===== src/rtl/cpu_types_pkg.sv =====
// Shared types for the fetch stage: machine word, fetch FSM states and next-PC source select.
package cpu_types_pkg;

    typedef logic [31:0] word_t;

    typedef enum logic [1:0] {
        FETCH = 2'd0,
        HOLD  = 2'd1,
        HALT  = 2'd2
    } fetch_state_t;

    // Encoding order doubles as redirect priority: JR > JMP > BR > SEQ.
    typedef enum logic [1:0] {
        SEQ = 2'd0,
        BR  = 2'd1,
        JMP = 2'd2,
        JR  = 2'd3
    } npc_sel_t;

    localparam word_t ALIGN_MASK = 32'hFFFF_FFFC;

endpackage


===== src/rtl/npc_select.sv =====
// Next-PC mux: merges the live redirect with any pending one, aligns targets, else pc_cur+4.
// Purely combinational; no backpressure.
module npc_select
    import cpu_types_pkg::*;
(
    input  word_t    pc_cur,
    input  logic     br_taken,
    input  logic     jmp,
    input  logic     jr,
    input  word_t    br_tgt,
    input  word_t    jmp_tgt,
    input  word_t    jr_tgt,
    input  npc_sel_t pend_sel,
    input  word_t    pend_tgt,
    output npc_sel_t sel,
    output word_t    npc
);

    npc_sel_t cur_sel;
    word_t    cur_tgt;
    word_t    tgt;

    always_comb begin
        cur_sel = SEQ;
        cur_tgt = br_tgt;
        if (jr) begin
            cur_sel = JR;
            cur_tgt = jr_tgt;
        end else if (jmp) begin
            cur_sel = JMP;
            cur_tgt = jmp_tgt;
        end else if (br_taken) begin
            cur_sel = BR;
        end
    end

    // On equal priority the live redirect is the newer one and wins.
    always_comb begin
        if (cur_sel != SEQ && cur_sel >= pend_sel) begin
            sel = cur_sel;
            tgt = cur_tgt;
        end else begin
            sel = pend_sel;
            tgt = pend_tgt;
        end
    end

    assign npc = (sel == SEQ) ? (pc_cur + 32'd4) : (tgt & ALIGN_MASK);

endmodule


===== src/rtl/fetch_control.sv =====
// Fetch FSM (FETCH/HOLD/HALT) driving I-mem requests and PC writes; holds redirects until next PC write.
// Optional fetch-wait watchdog enabled by defining FETCH_TIMEOUT_EN.
module fetch_control
    import cpu_types_pkg::*;
#(
    parameter word_t RESET_PC       = 32'h0000_0000,
    parameter int    TIMEOUT_CYCLES = 255
) (
    input  logic  CLK,
    input  logic  nRST,
    input  word_t pc_cur,
    input  logic  ihit,
    input  logic  stall,
    input  logic  br_taken,
    input  logic  jmp,
    input  logic  jr,
    input  word_t br_tgt,
    input  word_t jmp_tgt,
    input  word_t jr_tgt,
    input  logic  halt,
    output logic  iREN,
    output word_t imemaddr,
    output logic  pc_wen,
    output word_t pc_next,
    output logic  instr_valid,
    output logic  halted,
    output logic  fetch_err
);

    fetch_state_t state, state_nxt;
    npc_sel_t     pend_sel, eff_sel;
    word_t        pend_tgt, npc;
    logic         iren_c, wen_c, iv_raw, timeout, err_q;

    npc_select u_npc (
        .pc_cur   (pc_cur),
        .br_taken (br_taken),
        .jmp      (jmp),
        .jr       (jr),
        .br_tgt   (br_tgt),
        .jmp_tgt  (jmp_tgt),
        .jr_tgt   (jr_tgt),
        .pend_sel (pend_sel),
        .pend_tgt (pend_tgt),
        .sel      (eff_sel),
        .npc      (npc)
    );

`ifdef FETCH_TIMEOUT_EN
    localparam int CW = ($clog2(TIMEOUT_CYCLES + 1) > 8) ? $clog2(TIMEOUT_CYCLES + 1) : 8;
    logic [CW-1:0] wait_cnt;

    assign timeout = (state == FETCH) && !ihit && (wait_cnt == CW'(TIMEOUT_CYCLES - 1));

    always_ff @(posedge CLK) begin
        if (nRST) begin
            wait_cnt <= '0;
            err_q    <= 1'b0;
        end else begin
            if (state != FETCH || ihit)
                wait_cnt <= '0;
            else if (!timeout)
                wait_cnt <= wait_cnt + CW'(1);
            if (timeout)
                err_q <= 1'b1;
        end
    end
`else
    assign timeout = 1'b0;
    assign err_q   = 1'b0;
`endif

    always_ff @(posedge CLK) begin
        if (nRST) begin
            state    <= FETCH;
            pend_sel <= SEQ;
            pend_tgt <= '0;
        end else begin
            state <= state_nxt;
            if (state != HALT) begin
                if (wen_c) begin
                    pend_sel <= SEQ;
                end else if (eff_sel != SEQ) begin
                    pend_sel <= eff_sel;
                    pend_tgt <= npc;
                end
            end
        end
    end

    always_comb begin
        state_nxt = state;
        iren_c    = 1'b0;
        wen_c     = 1'b0;
        iv_raw    = 1'b0;
        case (state)
            FETCH: begin
                iren_c = 1'b1;
                if (ihit && !stall) begin
                    wen_c  = 1'b1;
                    iv_raw = 1'b1;
                end else if (ihit) begin
                    state_nxt = HOLD;
                end else if (timeout) begin
                    state_nxt = HALT;
                end
            end
            HOLD: begin
                iv_raw = 1'b1;
                if (!stall) begin
                    wen_c     = 1'b1;
                    state_nxt = FETCH;
                end
            end
            HALT: state_nxt = HALT;
            default: state_nxt = FETCH;
        endcase
        if (halt) begin
            state_nxt = HALT;
            wen_c     = 1'b0;
        end
    end

    // Reset overrides everything so the PC register loads RESET_PC and nothing is issued.
    assign iREN        = iren_c & ~nRST;
    assign imemaddr    = pc_cur;
    assign pc_wen      = nRST | wen_c;
    assign pc_next     = nRST ? RESET_PC : npc;
    assign instr_valid = ~nRST & iv_raw & ~(wen_c & (pend_sel != SEQ));
    assign halted      = ~nRST & (state == HALT);
    assign fetch_err   = ~nRST & err_q;

endmodule


===== config.mk =====
export PLATFORM = sky130hd
export DESIGN_NAME = fetch_control
export DESIGN_NICKNAME = d
export VERILOG_FILES = /design/src/rtl/cpu_types_pkg.sv /design/src/rtl/npc_select.sv /design/src/rtl/fetch_control.sv
export SDC_FILE = /design/constraint.sdc
export NUM_CORES = 1
export LEC_CHECK = 0
export ABC_CLOCK_PERIOD_IN_PS = 4900
export BUFFER_PORTS_ARGS = -buffer_cell sky130_fd_sc_hd__buf_2
export CORE_ASPECT_RATIO = 0.6
export CORE_MARGIN = 2
export CORE_UTILIZATION = 35
export DETAILED_ROUTE_END_ITERATION = 8
export PLACE_DENSITY = 0.73
export SETUP_SLACK_MARGIN = 0.1
export SLEW_MARGIN = 25
export SYNTH_ARGS = -nofsm -noshare
export SYNTH_HDL_FRONTEND = slang
export SYNTH_HIERARCHICAL = 1
export SYNTH_SLANG_ARGS = --single-unit

===== constraint.sdc =====
create_clock -name CLK -period 4.9 [get_ports CLK]
set_clock_uncertainty 0.05 [all_clocks]
set_input_delay 0.98 -clock CLK [delete_from_list [all_inputs] [get_ports CLK]]
set_output_delay 0.98 -clock CLK [all_outputs]
set_load 0.1 [all_outputs]

-- Word-level counts from Yosys, hierarchy flattened
Cells that the tools add are included.
- mux-type cells: 22
- equal/unequal tests: 9
- order comparisons: 1
- bitwise logic cells: 9
- reduce and logical (&&, ||, !) cells: 14
- add/subtract/negate cells: 1
- operators by type and width (cell ; number):
    $mux W32 ; 5
    $add A32 B3 Y32 const B ; 1
    $mux W2 ; 9
    $ne A3 B3 Y1 const B ; 3
    $reduce_and A3 Y1 ; 3
    $ne A2 B2 Y1 const B ; 4
    $reduce_bool A2 Y1 ; 4
    $pmux W2 S3 ; 1
    $and A1 B1 Y1 ; 5
    $mux W1 ; 5
    $logic_not A2 Y1 ; 2
    $pmux W1 S2 ; 2
    $not A1 Y1 ; 3
    $eq A2 B1 Y1 const B ; 1
    $eq A2 B2 Y1 const B ; 1
    $ge A2 B2 Y1 ; 1
    $logic_and A1 B1 Y1 ; 2
    $reduce_and A2 Y1 ; 1
    $reduce_or A2 Y1 ; 1
    $logic_not A1 Y1 ; 1
    $or A1 B1 Y1 ; 1
- output and inout bits: 69
- bits in registers: 36
- logic and storage cells: 60

-- Longest topological paths before layout
Gate-level depths: netlist of the first run.
- depth after elaboration: 9
- mapped depth: 13
- depth with buffers taken out: 9

-- Cells and area by module
The synthesis of the first run kept the hierarchy.
- modules (own cells, without submodules) (module ; cells an instance ; instances ; area each (um^2)):
    npc_select ; 265 ; 1 ; 2034.5
    fetch_control ; 202 ; 1 ; 1980.6

-- Worst setup path before layout of the first run
Ideal clock, no wire load.
- path kind: in2out
- start: in jmp
- end: out pc_next[2]
- cell stages on the path: 10
- buffers on the path: 3
- slack: -0.436 ns
- arrival time: 4.306 ns
- required time: 3.870 ns
- cells stage by stage: buf_4 -> buf_2 -> or2_2 -> ha_1 -> nor2_1 -> o21ai_1 -> nor2_4 -> buf_6 -> mux2i_1 -> nor2b_1
- cells in the longest elaborated chain, start to end: 8
- elaborated cells between the ends (all ways): 12
- those cells by class: 1 x order compare; 8 x mux; 3 x reduce/logical
- RTL lines (item ; RTL line ; source):
    start, declared ; fetch_control.sv:15 ; input logic jmp,
    $mux W2 (*) ; npc_select.sv:29 ; end else if (jmp) begin
    $mux W2 (*) ; npc_select.sv:26 ; if (jr) begin
    $ge A2 B2 Y1 or $reduce_bool A2 Y1 (tied branches) ; npc_select.sv:39 ; if (cur_sel != SEQ && cur_sel >= pend_sel) begin
    $logic_and A1 B1 Y1 ; npc_select.sv:39 ;
    $mux W2 (*) ; npc_select.sv:39 ;
    named net eff_sel[1] ; fetch_control.sv:31 ; npc_sel_t pend_sel, eff_sel;
    $logic_not A2 Y1 (*) ; npc_select.sv:48 ; assign npc = (sel == SEQ) ? (pc_cur + 32'd4) : (tgt & ALIGN_MASK);
    $mux W32 (*) ; npc_select.sv:48 ;
    named net npc[2] ; fetch_control.sv:32 ; word_t pend_tgt, npc;
    $mux W32 (*) ; fetch_control.sv:128 ; assign pc_next = nRST ? RESET_PC : npc;
    end, declared ; fetch_control.sv:24 ; output word_t pc_next,
Mark *: on every way through the listed nets, which the timed path passes. The rest lies on a longest branch.

-- Worst setup path in the final report of the first run
- start: in jr
- end: out pc_next[19]
- cells in the longest elaborated chain, start to end: 7
- elaborated cells between the ends (all ways): 10
- those cells by class: 1 x order compare; 6 x mux; 3 x reduce/logical
- RTL lines (item ; RTL line ; source):
    start, declared ; fetch_control.sv:16 ; input logic jr,
    $mux W2 (*) ; npc_select.sv:26 ;
    $ge A2 B2 Y1 or $reduce_bool A2 Y1 (tied branches) ; npc_select.sv:39 ;
    $logic_and A1 B1 Y1 ; npc_select.sv:39 ;
    $mux W2 (*) ; npc_select.sv:39 ;
    named net eff_sel[1] ; fetch_control.sv:31 ;
    $logic_not A2 Y1 (*) ; npc_select.sv:48 ;
    $mux W32 (*) ; npc_select.sv:48 ;
    named net npc[19] ; fetch_control.sv:32 ;
    $mux W32 (*) ; fetch_control.sv:128 ;
Marks and branches as above.

==> results.sh, run 1 <==
export IMPL_end_kind="output port"
export IMPL_p_leak_uw=0.002554
export IMPL_start_kind="input port"
export IMPL_p_total_uw=1765
export IMPL_cts_buffers=5
export IMPL_maxCapViolations=0
export IMPL_seq_area_um2=680.7
export IMPL_period_needed_ns=4.619
export IMPL_wl_per_cell_um=15.81
export IMPL_synth_avg_cell_area_um2=8.539
export IMPL_cts_tree="built"
export IMPL_fillers=1005
export IMPL_antenna_left=0
export IMPL_htree_num_levels=2
export IMPL_drc=0
export IMPL_dr_pass1_iters=4
export IMPL_swShare_pct=47.01
export IMPL_drv_slew=0
export IMPL_seq_power_share_pct=19.3
export IMPL_p_int_uw=935.3
export IMPL_worst_path_largest_cell_delay_ns=0.61
export IMPL_die_x_um=140.9
export IMPL_finalHoldViolations=0
export IMPL_grt_pass1_vias=3735
export IMPL_place_hpwl_mm=9.168
export IMPL_io_buffer_count=197
export IMPL_dieHeight_um=86.15
export IMPL_wirelength_mm=11.95
export IMPL_rsz0062_at_grt="false"
export IMPL_tightest_slew_ns=0.7312
export IMPL_required_ns=3.87
export IMPL_num_rows=29
export IMPL_pwr_density_cell_nw_per_um2=324.2
export IMPL_syn2layout_area_growth_pct=38.30
export IMPL_fin_nets=754
export IMPL_syn_area_um2=3936
export IMPL_io_pins=205
export IMPL_multi_input_area_um2=2867
export IMPL_track_usage_pct=19.14
export IMPL_vdd_ir_drop_max_uv=148.6
export IMPL_place_ws_ns=-0.03363
export IMPL_diodes=0
export IMPL_drtIter0Drc=118
export IMPL_cts_resized=0
export IMPL_gr_total_overflow=0
export IMPL_fmax_ghz=0.2165
export IMPL_root_buffer="clkbuf_16"
export IMPL_antenna_found_initial=0
export IMPL_crit_chain="buf_2 > or2_2 > ha_1 > nand2b_1 > a21oi_1 > o21ai_1 > nor2_2 > mux2i_1 > nor2b_2 > buf_12"
export IMPL_synth_warnings=6
export IMPL_gp_congestion=0.7353
export IMPL_maxSlewHeadroom_pct=51.25
export IMPL_clock_sinks=34
export IMPL_status="completed"
export IMPL_min_period_over_period_pct=94.26
export IMPL_min_path_type="flip-flop to flip-flop"
export IMPL_setup_viol=0
export IMPL_p_switching_uw=829.6
export IMPL_core_area_um2=10740
export IMPL_p_clk_share_pct=18.5
export IMPL_p_comb_share_pct=62.2
export IMPL_path_class="input port to output port"
export IMPL_grt_pass1_wl_mm=18.40
export IMPL_critPathArrivalTime_ns=3.59
export IMPL_worstPathMaxFanout=10
export IMPL_worstSkewPairLatency_ns=0.28
export IMPL_clk_pin_slew_ns=0.06
export IMPL_cts_hold_buf=0
export IMPL_grt_start_max_net_pins=64
export IMPL_drive_gt1_share_pct=48.46
export IMPL_fin_ws_ns=0.2814
export IMPL_clockBufferDepth=2
export IMPL_dieArea_um2=12140
export IMPL_crit_slowest_cell="nor2_2"
export IMPL_via_per_inst=5.052
export IMPL_vias=3819
export IMPL_syn_nets=599
export IMPL_synthCells=461
export IMPL_start_util_pct=36.65
==> worst paths after layout <==
kind | start | end | slack, ns | cells past startpoint
worst max-delay path | jr | pc_next[19] | 0.28 | 10
worst min-delay path | state[1] | state[0] | 0.51 | 1
worst max register to register | pend_sel[1] | pend_tgt[12] | 1.78 | 9
worst min register to register | state[1] | state[0] | 0.51 | 1
==> stage by stage <==
step | TNS (ns) | cells | instance area, um^2 | util, % | hold slack, ns
global route | 0 | 756 | 5444 | 50.69 | 0.5574
global placement | 0 | 745 | 5275 | 49.11 | 0.4622
floorplan | 0 | 461 | 4023 | - | 0.4369
detailed placement | -0.09880 | 745 | 5275 | 49.11 | 0.4911
finish | 0 | 756 | 5444 | 50.69 | 0.5139
CTS | 0 | 754 | 5429 | 50.55 | 0.5085
==> what timing repair did <==
| action | CTS | global route |
|---|---|---|
| pin swaps | 1 | 1 |
| buffers inserted | 0 | 2 |
| gates cloned | 1 | 0 |
| setup endpoints to repair | 13 | 13 |
==> final cells by class <==
cell class | instances | area share (%)
multi-input cells | 358 | 52.65
repair buffers | 210 | 28.45
flip-flops and latches | 34 | 12.50
well taps | 139 | 3.195
clock buffers | 7 | 2.620
inverters | 7 | 0.4826
clock inverters | 1 | 0.09193
==> flip-flops by register name, indices dropped and copies added, names as in the netlist <==
signal,count
pend_sel,2
pend_tgt,30
state,2
==> critical path: cells and delay by family <==
kind	cells	cell delay, ns
and+or+nand+nor	4	1.35
AOI/OAI and AO/OA	2	0.48
buffers and inverters	2	0.32
muxes	1	0.25
adders and majority gates	1	0.20
==> cell usage in the layout, fill, tap and decap left out, types with 2 or more instances in the layout <==
cell type	count
xnor2_1	7
nor2b_1	31
nor3_1	4
nand2b_1	2
buf_2	166
nor2_1	9
or2_2	2
o21ai_1	2
a211oi_1	2
mux2i_1	88
buf_12	31
nand3_1	12
mux2_2	28
ha_1	2
and3_1	6
o21ai_0	33
and2_1	3
nand2_1	39
clkbuf_16	5
and4_1	2
buf_4	13
dfxtp_1	34
nor2b_2	32
xor2_1	20
inv_1	6
nand4_1	9
a21oi_1	2
mux2_4	3
==> layer usage <==
layer  vias up  global-route usage (%)  wire (um)
met5         -                       0          0
met1      1791                   23.28       5194
met2       154                   34.99       5953
li1       1867                       -          -
met3         7                   3.964        724
met4         0                   4.455         80
==> power by group through the flow <==
stage               clock (uW)  sequential [uW]  combinational (uW)
floorplan                    0              339                 812
global placement             0              343                1080
detailed placement           0              346                1090
CTS                        341              340                1100
global route               351              346                1150
finish                     327              341                1100
Power figures use the tool's default switching activity.
==> run 2, diff against run 1 <==
ABC_AREA = 1   (was unset)
CAP_MARGIN = 25   (was unset)
PLACE_DENSITY = 0.72   (was 0.73)
==> run 2 against run 1 <==
Compared with the run above:
- cell count increased by 49%
- sequential cell count unchanged
- clock power increased by 7.3%
- routed wire length increased by 22%
- critical path depth increased by 3
- sequential share of layout area increased by 0.17 points
- combinational power about the same
- highest routed layer unchanged
- area after synthesis increased by 11%
- die area increased by 10%
- setup slack improved by 0.26 ns
- register-to-register slack got worse by 0.04 ns
==> results.sh, run 2 <==
export IMPL_seq_area_um2=680.7
export IMPL_final_cell_mix="298 x nand2_1, 194 x buf_2, 153 x nor2_1, 79 x inv_1, 40 x nand3_1"
export IMPL_synthCells=823
export IMPL_vdd_ir_drop_max_uv=191.1
export IMPL_critPathArrivalTime_ns=3.32
export IMPL_crit_chain="buf_2 > ha_1 > nand3_1 > inv_1 > nand2_1 > nor2_1 > nand3b_1 > nand2_1 > nand3_1 > nand2_1 > inv_1 > nor2_1 > buf_2"
export IMPL_regMostFlops="pend_tgt"
export IMPL_fmax_ghz=0.2297
export IMPL_mostFrequentLayoutCell="nand2_1"
export IMPL_start_util_pct=36.00
export IMPL_required_ns=3.87
export IMPL_period_needed_ns=4.354
export IMPL_dr_pass1_iters=5
export IMPL_vias=5298
export IMPL_core_area_um2=12100
export IMPL_largest_register_ffs=30
export IMPL_cts_buffers=5
export IMPL_gp_congestion=0.9495
export IMPL_grt_pass1_wl_mm=22.80
export IMPL_pwr_density_cell_nw_per_um2=333.8
export IMPL_fillers=1372
export IMPL_wirelength_mm=14.60
export IMPL_drv_slew=0
export IMPL_cts_hold_buf=0
export IMPL_root_buffer="clkbuf_16"
export IMPL_largestRegisters="pend_tgt (30), pend_sel (2), state (2)"
export IMPL_start_kind="input port"
export IMPL_min_period_over_period_pct=88.85
export IMPL_worstSkewPairLatency_ns=0.28
export IMPL_crit_slowest_cell="buf_2"
export IMPL_setup_tns_final_ns=0
export IMPL_worst_path_largest_cell_delay_ns=0.44
export IMPL_die_x_um=148.0
export IMPL_clk_pin_slew_ns=0.06
export IMPL_rsz0062_at_grt="false"
export IMPL_cp_depth=13
export IMPL_dpl_cell_area_um2=5206
export IMPL_p_leak_uw=0.002926
export IMPL_dieArea_um2=13390
export IMPL_syn2layout_area_growth_pct=23.32
export IMPL_path_delay_family="simple AND/OR/NAND/NOR gates"
export IMPL_synth_avg_cell_area_um2=5.294
export IMPL_worstSetupEndpoint="pc_next[28]"
export IMPL_drc=0
export IMPL_fin_area_um2=5373
export IMPL_gr_total_overflow=0
export IMPL_syn_area_um2=4357
export IMPL_clockBufferDepth=2
export IMPL_dieHeight_um=90.42
export IMPL_syn_nets=961
export IMPL_cts_tree="built"
export IMPL_r2r_end="pend_tgt[5]"
export IMPL_antenna_left=0
export IMPL_wl_per_cell_um=12.92
export IMPL_place_hpwl_mm=11.41
export IMPL_worstPathMaxFanout=6
export IMPL_end_kind="output port"
export IMPL_setup_viol=0
export IMPL_multi_input_area_um2=2885
export IMPL_drtIter0Drc=300
export IMPL_maxSlewHeadroom_pct=45.03
export IMPL_io_pins=205
export IMPL_cts_resized=0
export IMPL_tightest_slew_ns=0.8202
export IMPL_crit_buf_inv=4
export IMPL_rr_startpoint="pend_sel[1]"
export IMPL_fin_nets=1102
export IMPL_maxCapViolations=0
export IMPL_drive_gt1_share_pct=29.53
export IMPL_antenna_found_initial=0
export IMPL_diodes=0
export IMPL_critPathMostFrequentCell="nand2_1"
export IMPL_clock_sinks=34
export IMPL_htree_num_levels=2
export IMPL_synth_warnings=6
export IMPL_worstRegToRegCells=13
export IMPL_grt_start_max_net_pins=43
export IMPL_grt_pass1_vias=4552
export IMPL_post_cts_setup_buffers=0
export IMPL_track_usage_pct=21.16
export IMPL_startpoint="pc_cur[2]"
export IMPL_min_path_type="flip-flop to flip-flop"
export IMPL_via_per_inst=4.688
export IMPL_status="completed"
export IMPL_num_rows=31
export IMPL_io_buffer_count=197
export IMPL_finalHoldViolations=0
export IMPL_r2r_slack_ns=1.74
export IMPL_path_class="input port to output port"
run 2: final cells by class:
| class | instances | area share (%) |
|---|---|---|
| flip-flops and latches | 34 | 12.67 |
| well taps | 165 | 3.843 |
| inverters | 82 | 5.729 |
| clock buffers | 8 | 3.097 |
| repair buffers | 208 | 20.96 |
| multi-input cells | 633 | 53.70 |
run 2: power by group:
group	internal [uW]	total [uW]	switching, uW
sequential	325	350	24.7
clock	230	351	121
combinational	267	1090	825
run 2: through the flow:
step                setup WS [ns]  utilization, %  hold slack (ns)  std cells  power (uW)
floorplan                  0.3824               -           0.4388        823        1256
global placement           0.5951           43.02           0.4498       1122        1441
detailed placement         0.6208           43.02           0.4512       1122        1448
CTS                        0.6045           44.40           0.4626       1130        1810
global route               0.3349           44.40           0.4784       1130        1926
finish                     0.5462           44.40           0.4620       1130        1793
run 2: tightest hold or removal path, delay by kind of cell (launching register included):
kind                   cells  cell delay (ns)
DFF                        1             0.31
and+or+nand+nor            3             0.12
buffers and inverters      1             0.05
run 2: how the worst min path moves through the flow:
stage,start,end,cells after the start
2_1_floorplan,pend_tgt[19],pend_tgt[19],4
3_3_place_gp,pend_tgt[28],pend_tgt[28],4
3_5_place_dp,pend_tgt[31],pend_tgt[31],4
4_1_cts,pend_tgt[31],pend_tgt[31],4
5_1_grt,pend_tgt[31],pend_tgt[31],4
6_report,pend_tgt[31],pend_tgt[31],4
run 2: layer usage:
metal / vias up / share of wire (%) / track usage, %
met4: 0 / 1.6 / 4.524
met5: - / 0 / 0
met2: 242 / 41 / 32.29
met3: 13 / 10 / 5.202
met1: 2277 / 47 / 30.06
li1: 2766 / - / -
